--- config.mk ---
export PLATFORM = sky130hd
export DESIGN_NAME = cpu_sequencer
export DESIGN_NICKNAME = d
export VERILOG_FILES = /design/src/rtl/cpu_sequencer.sv
export SDC_FILE = /design/constraint.sdc
export NUM_CORES = 1
export LEC_CHECK = 0
export CORE_UTILIZATION = 51
export DETAILED_ROUTE_END_ITERATION = 8
export GPL_TIMING_DRIVEN = 0
export PLACE_DENSITY_LB_ADDON = 0.25
export SLEW_MARGIN = 20
export SYNTH_ARGS = -nofsm -noshare
export SYNTH_HDL_FRONTEND = slang
export SYNTH_SLANG_ARGS = --single-unit
--- constraint.sdc ---
create_clock -name clk -period 6 [get_ports clk]
set_clock_uncertainty 0.15 [all_clocks]
set_input_delay 0.9 -clock clk [delete_from_list [all_inputs] [get_ports clk]]
set_output_delay 0.9 -clock clk [all_outputs]
set_load 0.01 [all_outputs]
--- src/rtl/cpu_sequencer.sv ---
// Control sequencer for the non-pipelined Harvard CPU: fetch handshake, instruction
// register, one-hot phase bus for the ALU, PC, zero flag and branch/halt resolution.
module cpu_sequencer #(
  parameter logic [15:0] RESET_PC = 16'h0000
) (
  input  logic        clk,
  input  logic        reset,
  input  logic [15:0] imem_data,
  input  logic        imem_valid,
  input  logic [15:0] alu_result,
  input  logic        run,
  output logic        imem_req,
  output logic [15:0] pc,
  output logic [15:0] inst,
  output logic [2:0]  state,
  output logic        zero_flag,
  output logic        halted
);

  // Encodings double as the one-hot phase bus the ALU decodes.
  typedef enum logic [2:0] {
    FETCH = 3'b001,
    EXEC1 = 3'b010,
    EXEC2 = 3'b100,
    HALT  = 3'b000
  } state_t;

  state_t      state_q, state_n;
  logic [15:0] pc_n, inst_n, offset, pc_inc, pc_tgt;
  logic        zf_n;
  logic        is_arith, is_ldr, is_b, is_bz, is_bnz, is_halt;

  assign is_arith = inst[15];
  assign is_ldr   = (inst[15:12] == 4'b1101);
  assign is_b     = (inst[15:12] == 4'b0100);
  assign is_bz    = (inst[15:12] == 4'b0101);
  assign is_bnz   = (inst[15:12] == 4'b0110);
  assign is_halt  = (inst[15:12] == 4'b0111);

  assign offset = {{8{inst[7]}}, inst[7:0]};
  assign pc_inc = pc + 16'd1;
  assign pc_tgt = pc + offset;

  always_comb begin
    state_n = state_q;
    pc_n    = pc;
    inst_n  = inst;
    zf_n    = zero_flag;
    case (state_q)
      FETCH: begin
        if (imem_valid) begin
          inst_n  = imem_data;
          state_n = EXEC1;
        end
      end
      EXEC1: begin
        if (is_arith) zf_n = (alu_result == 16'h0000);
        state_n = FETCH;
        if (is_ldr)       state_n = EXEC2;
        else if (is_b)    pc_n = pc_tgt;
        else if (is_bz)   pc_n = zero_flag ? pc_tgt : pc_inc;
        else if (is_bnz)  pc_n = zero_flag ? pc_inc : pc_tgt;
        else if (is_halt) state_n = HALT;
        else              pc_n = pc_inc;
      end
      EXEC2: begin
        pc_n    = pc_inc;
        state_n = FETCH;
      end
      HALT: begin
        if (run) begin
          pc_n    = pc_inc;
          state_n = FETCH;
        end
      end
      default: state_n = FETCH;
    endcase
  end

  always_ff @(posedge clk or posedge reset) begin
    if (reset) begin
      state_q   <= FETCH;
      pc        <= RESET_PC;
      inst      <= 16'h0000;
      zero_flag <= 1'b0;
      halted    <= 1'b0;
    end else begin
      state_q   <= state_n;
      pc        <= pc_n;
      inst      <= inst_n;
      zero_flag <= zf_n;
      halted    <= (state_n == HALT);
    end
  end

  assign state    = state_q;
  assign imem_req = (state_q == FETCH);

endmodule

==> out/results.tsv <==
stage	metric	value	unit
global_routing	antenna_found_initial	0	
clock_tree	cts_buffers	5	
floorplan	core-area	0.00472	sq mm
worst_hold_path	hp-class	reg -> reg	
worst_setup_path	regToRegStartpoint	pc[0]$_DFFE_PP0P_	
routing	vias	2476	
finish	drive_above_1_share	8.26	%
routing	dr.pass1.iters	4	
timing	tns	0	ns
power_and_ir_drop	irDropWorstVdd	0.000345	V
clock_tree	cts_max_level	2	
routing	drt_iter0_drc	176	
clock_tree	clk_path_buf_depth	2	
timing	worst_pin_slew	0.505	ns
synthesis	synth_edf_count	0	
worst_setup_path	setup.worst_path.start	run	
synthesis	synth_warnings	0	
routing	drt-wirelength-per-cell	14.2	microns
finish	nets	415	
job	maxCapViolations	0	
worst_setup_path	cp.required	6.04	ns
floorplan	initial_utilization	53.0	%
finish	antenna_cells	0	
placement	hpwl	4770	microns
floorplan	rows	25	
clock_tree	clock_tree.root_cell	clkbuf_8	
synthesis	avgSynthCellArea	8.91	sq um
synthesis	syn_nets	334	
synthesis	synthArstFlopShare	100	%
finish	final_common_cell	clkdlybuf4s50_1	
power_and_ir_drop	p_leak	1.40	nW
placement	place_congestion	0.891	
power_and_ir_drop	power.density	605	mW/mm^2
global_routing	grt_max_degree	31	
worst_setup_path	setup.worst_path.class	in -> reg	
finish	area.growth.synth_to_final	36.5	%
worst_setup_path	crit_path_max_fanout	10	
synthesis	ys_ff_latch	37	
power_and_ir_drop	total_power	2.07	mW
floorplan	die_h	72.1	microns
routing	wl	6120	microns
worst_setup_path	endpoint_kind	flop	
timing	finalSetupViolCount	0	
timing	rsz0062_at_grt	no	
timing	relSlewSlack	66.2	%
finish	final_cell_mix	73 x clkdlybuf4s50_1, 36 x nand2_1, 36 x dfrtp_1	
timing	fin_crit_sh	48.6	%
outcome	outcome	completed	
floorplan	die-width	72.1	microns
clock_tree	tritoncts	yes	
synthesis	yosysSeqAreaShare	37.0	%
clock_tree	clk_pin_slew_worst_paths	0.07	ns
global_routing	grt_use_total	24.6	%
placement	numPortBuffers	73	
worst_hold_path	worstHoldStart	pc[15]$_DFFE_PP0P_	
routing	final_antenna_net_count	0	
timing	fin_crit	2.91	ns
synthesis	syn_inst	281	
clock_tree	postCtsResizedCells	0	
global_routing	grt_pass1_vias	2273	
synthesis	yosysUniqueCellTypes	48	
timing	hold_violations	0	
clock_tree	cts_setup_buffers	0	
routing	drc	0	
timing	fmax	343	MHz
global_routing	grt_pass1_wl	10000	microns
timing	drv_slew	0	
worst_setup_path	start_kind	input port	
timing	fin_hold_ws	0.323	ns
worst_setup_path	crit_arrival	2.96	ns
synthesis	syn_area	0.00250	sq mm
clock_tree	clock_sinks	37	
floorplan	die-area	0.00519	sq mm
global_routing	grt_overflow	0	
placement	placed_area	0.00334	sq mm
floorplan	io_pins	74	
clock_tree	cts_hold_buffers	0	
routing	drt-vias-per-instance	5.76	
finish	fin_area	0.00342	sq mm
clock_tree	clk_latency	0.28	ns
synthesis	ys.flop_type	dfrtp_1	
cell families after synthesis:
family / share of synthesized area, %
multiplexers: 7.55
buffers and inverters: 2.30
AO/OA/AOI/OAI: 21.1
XOR/XNOR: 5.25
AND/OR/NAND/NOR: 18.0
adder cells (fa/ha/maj): 8.80
flip-flops: 37.0
through the flow:
| step | worst slack [ns] | cells | util, % |
|---|---|---|---|
| final | 3.09 | 430 | 72.4 |
| after detailed placement | 2.85 | 422 | 70.7 |
| after floorplan | 3.58 | 281 | - |
| after global placement | 2.84 | 421 | 70.3 |
| after global routing | 2.94 | 430 | 72.4 |
| after CTS | 3.14 | 430 | 72.4 |
synthesized netlist by cell type (2+ instances only):
| cell | instances | area (sq um) |
|---|---|---|
| or3_1 | 3 | 18.8 |
| a21boi_0 | 2 | 15.0 |
| xnor2_1 | 6 | 52.6 |
| and2_1 | 3 | 18.8 |
| nor2_1 | 19 | 71.3 |
| o21ai_0 | 22 | 110 |
| ha_1 | 16 | 200 |
| a221oi_1 | 2 | 17.5 |
| clkbuf_1 | 4 | 15.0 |
| mux2i_1 | 2 | 20.0 |
| o21a_1 | 4 | 30.0 |
| o31ai_1 | 2 | 15.0 |
| mux2_2 | 15 | 169 |
| a22o_1 | 3 | 26.3 |
| nor3_1 | 2 | 10.0 |
| a21o_1 | 4 | 30.0 |
| a211oi_1 | 2 | 15.0 |
| a31oi_1 | 3 | 18.8 |
| nor4_1 | 6 | 37.5 |
| nand3_1 | 9 | 45.0 |
| xor2_1 | 9 | 78.8 |
| nand2_1 | 36 | 135 |
| o22ai_1 | 2 | 12.5 |
| o21ai_1 | 2 | 10.0 |
| o211ai_1 | 4 | 30.0 |
| buf_2 | 4 | 20.0 |
| dfrtp_1 | 36 | 901 |
| inv_1 | 4 | 15.0 |
| nor3b_1 | 2 | 15.0 |
| and3_1 | 3 | 18.8 |
| nand4_1 | 5 | 31.3 |
| a21oi_1 | 29 | 145 |
cell type report:
| cell class | instances | area [sq um] |
|---|---|---|
| fill | 383 | 1310 |
| timing repair buffer | 74 | 751 |
| buffer | 9 | 42.5 |
| inverter | 4 | 15.0 |
| tap | 67 | 83.8 |
| sequential | 37 | 927 |
| multi-input combinational | 231 | 1520 |
| clock buffer | 8 | 80.1 |
worst max-delay path, cell delays in order:
cell and delay [ns]:
clkdlybuf4s50_1 0.52, nor2_1 0.05, o311ai_1 0.25, a21oi_1 0.14
nor2_1 0.41, clkbuf_1 0.42, nor2_1 0.07, a31oi_1 0.18
state kept, by name (all words and copies together), names as in the netlist:
name       cells
inst          16
halted         1
pc            16
zero_flag      1
state          3
layer usage:
layer	global-route usage, %	share of wire, %	wire (microns)
met4	7.19	1.1	65
met2	40.4	49	3010
met5	0	0	0
met3	5.83	6.9	420
met1	32.4	43	2620
path summary, 6_finish.rpt:
path	end	slack, ns	cells past startpoint
worst max-delay path	pc[1]$_DFFE_PP0P_	3.09	8
worst min-delay path	pc[15]$_DFFE_PP0P_	0.32	1
worst max register to register	pc[14]$_DFFE_PP0P_	3.28	9
worst min register to register	pc[15]$_DFFE_PP0P_	0.32	1
max in group asynchronous	pc[13]$_DFFE_PP0P_	4.57	3
min in group asynchronous	inst[12]$_DFFE_PP0P_	0.72	2
power breakdown:
part	switching, mW	internal, mW	total [mW]
clock	0.0803	0.0825	0.163
sequential	0.169	0.373	0.543
combinational	0.678	0.686	1.36
(Power assumes the default switching activity.)
